==> config.mk <==
export PLATFORM = sky130hd
export DESIGN_NAME = mem_arbiter
export DESIGN_NICKNAME = d
export VERILOG_FILES = /design/src/rtl/mem_arbiter.sv
export SDC_FILE = /design/constraint.sdc
export NUM_CORES = 1
export LEC_CHECK = 0
export BUFFER_PORTS_ARGS = -buffer_cell sky130_fd_sc_hd__clkbuf_2
export CAP_MARGIN = 20
export CORE_AREA = 2 2 109 111
export CTS_CLUSTER_DIAMETER = 200
export DETAILED_ROUTE_END_ITERATION = 8
export DIE_AREA = 0 0 111 113
export HOLD_SLACK_MARGIN = 0.1
export MAX_ROUTING_LAYER = met4
export PLACE_DENSITY = 0.49
export RECOVER_POWER = 50
export SYNTH_ARGS = -nofsm -noshare
export SYNTH_HDL_FRONTEND = slang
export SYNTH_SLANG_ARGS = --single-unit
==> constraint.sdc <==
create_clock -name clk -period 2.4 [get_ports clk]
set_clock_uncertainty 0.2 [all_clocks]
set_input_delay 0.12 -clock clk [delete_from_list [all_inputs] [get_ports clk]]
set_output_delay 0.12 -clock clk [all_outputs]
set_load 0.05 [all_outputs]
==> src/rtl/mem_arbiter.sv <==
// rtl/mem_arbiter.sv - two-port (fetch/data) arbiter onto a single memory request channel
//
// Purpose: shares one memory port between an instruction-fetch requester and a
//          load/store requester, one outstanding transaction at a time. Data has
//          priority unless fetch has been passed over STARVE_MAX times in a row.
//
// Ports:
//   clk, rst                         clock, synchronous active-high reset
//   i_req_i, i_addr_i, i_kill_i      fetch request, address, redirect/kill
//   i_gnt_o, i_rvalid_o, i_rdata_o   fetch grant and response
//   d_req_i, d_we_i, d_be_i,
//   d_addr_i, d_wdata_i              load/store request
//   d_gnt_o, d_rvalid_o, d_rdata_o   data grant and response
//   mem_req_o, mem_we_o, mem_be_o,
//   mem_addr_o, mem_wdata_o          shared memory request
//   mem_gnt_i, mem_rvalid_i,
//   mem_rdata_i                      memory accept and response

module mem_arbiter #(
   parameter int ADDR_W     = 32,
   parameter int DATA_W     = 32,
   parameter int STARVE_MAX = 4
) (
   input  logic              clk,
   input  logic              rst,
   input  logic              i_req_i,
   input  logic [ADDR_W-1:0] i_addr_i,
   input  logic              i_kill_i,
   output logic              i_gnt_o,
   output logic              i_rvalid_o,
   output logic [DATA_W-1:0] i_rdata_o,
   input  logic              d_req_i,
   input  logic              d_we_i,
   input  logic [3:0]        d_be_i,
   input  logic [ADDR_W-1:0] d_addr_i,
   input  logic [DATA_W-1:0] d_wdata_i,
   output logic              d_gnt_o,
   output logic              d_rvalid_o,
   output logic [DATA_W-1:0] d_rdata_o,
   output logic              mem_req_o,
   output logic              mem_we_o,
   output logic [3:0]        mem_be_o,
   output logic [ADDR_W-1:0] mem_addr_o,
   output logic [DATA_W-1:0] mem_wdata_o,
   input  logic              mem_gnt_i,
   input  logic              mem_rvalid_i,
   input  logic [DATA_W-1:0] mem_rdata_i
);

   localparam int CW = $clog2(STARVE_MAX + 1);
   localparam logic [CW-1:0] STARVE_LIM = CW'(STARVE_MAX);

   typedef enum logic {IDLE, BUSY} state_t;

   state_t          state_q, state_d;
   logic            owner_q;     // 1 = fetch, 0 = data
   logic            hold_q;      // previous cycle requested but was not accepted
   logic            drop_q;      // in-flight fetch was killed; swallow its response
   logic [CW-1:0]   starve_q;

   logic            fetch_live;
   logic            sel_valid;
   logic            sel_fetch;
   logic            grant;
   logic            resp;

   // Owner selection, request/grant/response routing and next state.
   always_comb begin
      state_d    = state_q;
      sel_valid  = 1'b0;
      sel_fetch  = 1'b0;
      fetch_live = i_req_i & ~i_kill_i;

      // A stalled request keeps its owner so the memory sees stable fields,
      // unless that owner has dropped out; then choose afresh.
      if (hold_q && (owner_q ? fetch_live : d_req_i)) begin
         sel_valid = 1'b1;
         sel_fetch = owner_q;
      end else if (d_req_i && fetch_live) begin
         sel_valid = 1'b1;
         sel_fetch = (starve_q == STARVE_LIM);
      end else if (d_req_i) begin
         sel_valid = 1'b1;
      end else if (fetch_live) begin
         sel_valid = 1'b1;
         sel_fetch = 1'b1;
      end

      mem_req_o   = ~rst & (state_q == IDLE) & sel_valid;
      grant       = mem_req_o & mem_gnt_i;
      i_gnt_o     = grant & sel_fetch;
      d_gnt_o     = grant & ~sel_fetch;

      mem_we_o    = sel_fetch ? 1'b0 : d_we_i;
      mem_be_o    = sel_fetch ? 4'hF : d_be_i;
      mem_addr_o  = sel_fetch ? i_addr_i : d_addr_i;
      mem_wdata_o = sel_fetch ? '0 : d_wdata_i;

      resp        = ~rst & (state_q == BUSY) & mem_rvalid_i;
      d_rvalid_o  = resp & ~owner_q;
      i_rvalid_o  = resp & owner_q & ~drop_q & ~i_kill_i;
      i_rdata_o   = mem_rdata_i;
      d_rdata_o   = mem_rdata_i;

      case (state_q)
         IDLE:    if (grant) state_d = BUSY;
         BUSY:    if (mem_rvalid_i) state_d = IDLE;
         default: state_d = IDLE;
      endcase
   end

   always_ff @(posedge clk) begin
      if (rst) begin
         state_q  <= IDLE;
         owner_q  <= 1'b0;
         hold_q   <= 1'b0;
         drop_q   <= 1'b0;
         starve_q <= '0;
      end else begin
         state_q <= state_d;
         hold_q  <= mem_req_o & ~mem_gnt_i;
         if (mem_req_o) owner_q <= sel_fetch;

         if (state_q == BUSY && mem_rvalid_i)
            drop_q <= 1'b0;
         else if (state_q == BUSY && owner_q && i_kill_i)
            drop_q <= 1'b1;

         if (!i_req_i || i_gnt_o)
            starve_q <= '0;
         else if (d_gnt_o && starve_q != STARVE_LIM)
            starve_q <= starve_q + CW'(1);
      end
   end

endmodule

After elaboration in Yosys (flattened, before gate mapping)
Index checks and enable logic that the tools add are counted.
Widths: inputs -> output; s select.
{"block": "word_totals", "ff_bits": 7, "out_inout_bits": 138, "in_bits": 140, "elab_cells": 53}
{"block": "classes", "eq_ne": 2, "bitwise_logic": 20, "muxes": 15, "n_reduce_logical": 10, "add_sub_neg": 1}
{"op": "$mux 32", "n": 2}
{"op": "$and 1x1->1", "n": 13}
{"op": "$mux 1", "n": 11}
{"op": "$not 1->1", "n": 7}
{"op": "$logic_and 1x1->1", "n": 6}
{"op": "$mux 4", "n": 1}
{"op": "$reduce_or 2->1", "n": 2}
{"op": "$add 3x1->3 const B", "n": 1}
{"op": "$eq 3x3->1 const B", "n": 1}
{"op": "$ne 3x3->1 const B", "n": 1}
{"op": "$pmux 1 s2", "n": 1}
{"op": "$logic_not 1->1", "n": 1}
{"op": "$logic_or 1x1->1", "n": 1}

Logic depth before layout (Yosys ltp)
{"block": "depth", "word_depth": 11, "ltp_mapped": 7, "ltp_nobuf": 6}

Worst setup path after synthesis
Ideal clock, no wire load.
{"block": "synth_timing", "path_type": "register to output", "from": "reg starve_q[0]", "to": "out mem_wdata_o[0]", "path_slack_ns": 0.082, "path_buffers": 2, "arrival_time_ns": 1.998, "path_stages_with_launch": 8, "required_time_ns": 2.080, "cell_sequence": "dfxtp_1 inv_1 ha_1 and3b_1 o21a_4 buf_6 buf_2 nor2b_1"}
{"block": "synth_via", "elab_chain_len": 4}
{"item": "from (decl)", "line": "59", "text": "logic [CW-1:0] starve_q;"}
{"item": "from (signal assigned)", "line": "132", "text": "starve_q <= starve_q + CW'(1);"}
{"item": "$eq 3x3->1", "line": "81", "text": "sel_fetch = (starve_q == STARVE_LIM);"}
{"item": "$mux 1", "line": "79", "text": "end else if (d_req_i && fetch_live) begin"}
{"item": "$mux 1", "line": "76", "text": "if (hold_q && (owner_q ? fetch_live : d_req_i)) begin"}
{"item": "$mux 32", "line": "97", "text": "mem_wdata_o = sel_fetch ? '0 : d_wdata_i;"}
{"item": "to (decl)", "line": "44", "text": "output logic [DATA_W-1:0] mem_wdata_o,"}
Every way passes these cells.

Final worst setup path
{"block": "layout_timing", "from": "reg starve_q[0]", "to": "out mem_be_o[3]"}
{"block": "layout_via", "elab_chain_len": 4}
{"item": "$eq 3x3->1", "line": "81"}
{"item": "$mux 1", "line": "79"}
{"item": "$mux 1", "line": "76"}
{"item": "$mux 4", "line": "95", "text": "mem_be_o = sel_fetch ? 4'hF : d_be_i;"}
{"item": "to (decl)", "line": "42", "text": "output logic [3:0] mem_be_o,"}
Every way passes these cells.

==> summary.md <==
| Metric | Value |
|---|---|
| Run status | completed |
| Die X | 111 µm |
| I/O pins | 278 |
| Synthesized flop and latch total | 7 |
| Endpoints failing hold | 0 |
| Maximum clock frequency | 434 MHz |
| GP Congestion | 0.756 |
| CTS sink cnt | 7 |
| Vias per Instance | 3.77 |
| Max Slew Vio Count | 0 |
| N_diodes | 0 |
| DRT iter0 DRCs | 12 |
| H-tree levels | 1 |
| Sw Share | 54.9% |
| Worst-path fanout max | 17 |
| Required time of the critical path | 2.08 ns |
| Pwr dens | 476 nW/µm² |
| WL final | 6050 µm |
| Fill cells | 1,220 |
| Part of the Yosys area used for sequential elements | 9.01% |
| Synth-to-layout area growth | 68.9% |
| Crit path DAT | 1.98 ns |
| Min cycle time layout | 2.30 ns |
| Post-DP HPWL | 4790 µm |
| Final setup margin | 0.0960 ns |
| Cell Count, Final, Fillers Out | 488 |
| Vias in the first global route | 1,755 |
| Drt wl/cell | 12.4 µm |
| Initial antenna violation count | 0 |
| Placement Setup Slack | 0.301 ns |
| Share of post-route cells with drive strength above 1 | 65.5% |
| First-pass GRT wire length | 8580 µm |
| Largest net degree at the start of global routing | 44 |
| RSZ-0062 raised after global routing | true |
| Net Switching | 0.000686 W |
| Minimum setup slack among reg-to-reg paths | 0.41 ns |
| Initial core utilization | 13.8% |
| Core area | 11,300 µm² |
| Final worst-path cycle share | 96.0% |
| MaxCap Viol Count | 0 |
| Yosys warnings | 0 |
| Crit path kind | reg -> out |
| Placed Instances | 445 |
| Logic pwr share | 67.9% |
| Remaining Overflow, GRT | 0 |
| RR Endpoint | starve_q[0] |
| DRT Pass-1 Iters | 4 |
| Latest clock arrival within the worst-skew pair | 0.23 ns |
| Startpoint types | flop |
| Path type of the worst min-delay path | in -> reg |
| Hold wc startpoint | d_req_i |
| Root buffer cell | clkbuf_16 |
| Syn avg cell area | 8.10 µm² |
| Final setup vio count | 0 |
| Overall die height | 113 µm |
| Hold Path Depth | 3 |
| Worst slew margin | 31.5% |
| Worst vdd ir | 0.158 mV |
| Nature of the critical path endpoint | primary output |
| All-Layer GR Usage | 8.51% |
| Origin of the critical flop-to-flop path | starve_q[0] |
| Clock Path Buffers | 2 |
| Post-CTS Setup Inserts | 0 |
| Post-route DRC | 0 |
| Leak | 1.35 nW |
| Worst Hold Path EP | state_q |
| Internal Dissipation | 0.000564 W |
| CTS tree | yes |
| DRT antenna net count | 0 |
| Syn_nets | 334 |
| Synth Instances | 192 |
| Via count | 1,841 |
| Post-Syn Area | 1560 µm² |
| I/O Buffers | 181 |
| Cell row count | 39 |
| Slew of the pin with the lowest slew margin | 1.02 ns |
| Clk network pwr share | 22.3% |
| Die ar. | 12,500 µm² |
| TritonCTS Buffers | 3 |
| Final #Nets | 488 |
| Netlist cell types | 32 |
| Reg clk slew, reported paths | 0.04 ns |
| R2R cell count | 7 |
| Sequential power share | 9.8% |
| Final core occ | 23.3% |
[power groups by stage]
stage / clock network [W] / registers, W / logic (W)
after floorplan: 0 / 0.000123 / 0.000697
after global placement: 0 / 0.000124 / 0.000580
after detailed placement: 0 / 0.000124 / 0.000583
final: 0.000279 / 0.000122 / 0.000848
after global routing: 0.000291 / 0.000123 / 0.000883
after CTS: 0.000284 / 0.000123 / 0.000846
[area by class of cell]
type	count	area [µm²]	area share, %
multi-input cells	108	850	32.3
clock buffers	4	78.8	3.00
repair buffers	222	1370	52.0
flip-flops and latches	7	140	5.33
inverters	4	15.0	0.571
well taps	143	179	6.81
[worst max-delay path, cell delays in order (launching register included)]
cell	delay [ns]
dfxtp_1	0.35
inv_1	0.05
ha_1	0.21
and3b_1	0.19
o21a_4	0.25
clkbuf_16	0.18
or2_2	0.27
clkbuf_2	0.24
[sequential cells by signal, summed over array words and instances, names as in the netlist]
| signal | cells |
|---|---|
| starve_q | 3 |
| hold_q | 1 |
| drop_q | 1 |
| state_q | 1 |
| owner_q | 1 |
[cell usage after synthesis]
| cell | count | share of area, % |
|---|---|---|
| buf_6 | 3 | 2.2 |
| o21a_1 | 1 | 0.48 |
| or2_2 | 4 | 1.6 |
| nor3b_2 | 1 | 0.80 |
| nor3_1 | 2 | 0.64 |
| o21a_4 | 1 | 0.97 |
| dfxtp_1 | 7 | 9.0 |
| nor2_1 | 6 | 1.4 |
| a21oi_1 | 2 | 0.64 |
| ha_1 | 2 | 1.6 |
| or3_1 | 1 | 0.40 |
| and3b_1 | 1 | 0.56 |
| nand2b_1 | 1 | 0.40 |
| nand2_1 | 3 | 0.72 |
| a21bo_2 | 1 | 0.64 |
| buf_4 | 65 | 31 |
| clkbuf_2 | 1 | 0.32 |
| nand3b_1 | 1 | 0.48 |
| o21ai_0 | 4 | 1.3 |
| mux2i_1 | 1 | 0.64 |
| o211ai_1 | 3 | 1.4 |
| and2_1 | 1 | 0.40 |
| buf_2 | 3 | 0.97 |
| clkbuf_1 | 1 | 0.24 |
| mux2_2 | 32 | 23 |
| a31oi_1 | 1 | 0.40 |
| o21ba_2 | 1 | 0.64 |
| nor2b_1 | 34 | 14 |
| nor3b_1 | 2 | 0.97 |
| inv_1 | 4 | 0.97 |
| a211oi_1 | 1 | 0.48 |
| nor4_1 | 1 | 0.40 |
[cells in the final DEF, fill, tap and decap left out, drive strengths merged, types with 3 or more instances in the layout]
cell type	netlist	routed
clkbuf	2	156
nor2b	34	34
or2	4	4
inv	4	4
mux2	32	32
o211ai	3	3
nand2	3	3
o21ai	4	4
dlygate4sd3	0	37
nor3b	3	3
nor2	6	6
dfxtp	7	7
buf	71	33
[logic make-up (layout without fill, tap and decap cells)]
| logic type | count (synthesis) | count (layout) | synth area share [%] |
|---|---|---|---|
| AOI/OAI and AO/OA | 15 | 15 | 7.00 |
| adders and majority gates | 2 | 2 | 1.61 |
| buffers and inverters | 77 | 230 | 36.0 |
| muxes | 33 | 33 | 23.8 |
| DFF | 7 | 7 | 9.01 |
| and+or+nand+nor | 58 | 58 | 22.5 |
[stage by stage]
step / setup TNS, ns / total power [W] / hold slack [ns] / instance area [µm²]
after floorplan: 0 / 0.000820 / -0.00762 / 1560
after global placement: 0 / 0.000704 / 0.0405 / 2130
after detailed placement: 0 / 0.000707 / 0.0405 / 2130
after CTS: 0 / 0.00125 / 0.145 / 2580
after global routing: -0.0125 / 0.00130 / 0.200 / 2630
final: 0 / 0.00125 / 0.153 / 2630
[worst max-delay path by stage]
stage,start,slack [ns],endpoint
floorplan,starve_q[0],0.08,mem_wdata_o[0]
global placement,starve_q[0],0.32,mem_addr_o[25]
detailed placement,starve_q[0],0.30,mem_addr_o[25]
CTS,starve_q[0],0.06,mem_addr_o[25]
global route,starve_q[0],-0.009,mem_addr_o[4]
finish,starve_q[0],0.1,mem_be_o[3]
[what timing repair did]
item | in CTS | in global routing
resized for setup | 0 | 31
endpoints found under the hold margin | 70 | 0
endpoints found under the setup margin | 0 | 31
hold buffers | 37 | 0
[layer usage]
metal	GRT usage [%]	up-vias	part of all wire, %
met5	-	-	0
met4	1.58	0	0.45
met3	1.98	4	11
met2	17.0	153	56
met1	8.46	812	32
li1	-	872	-
Power figures use the tool's default switching activity.
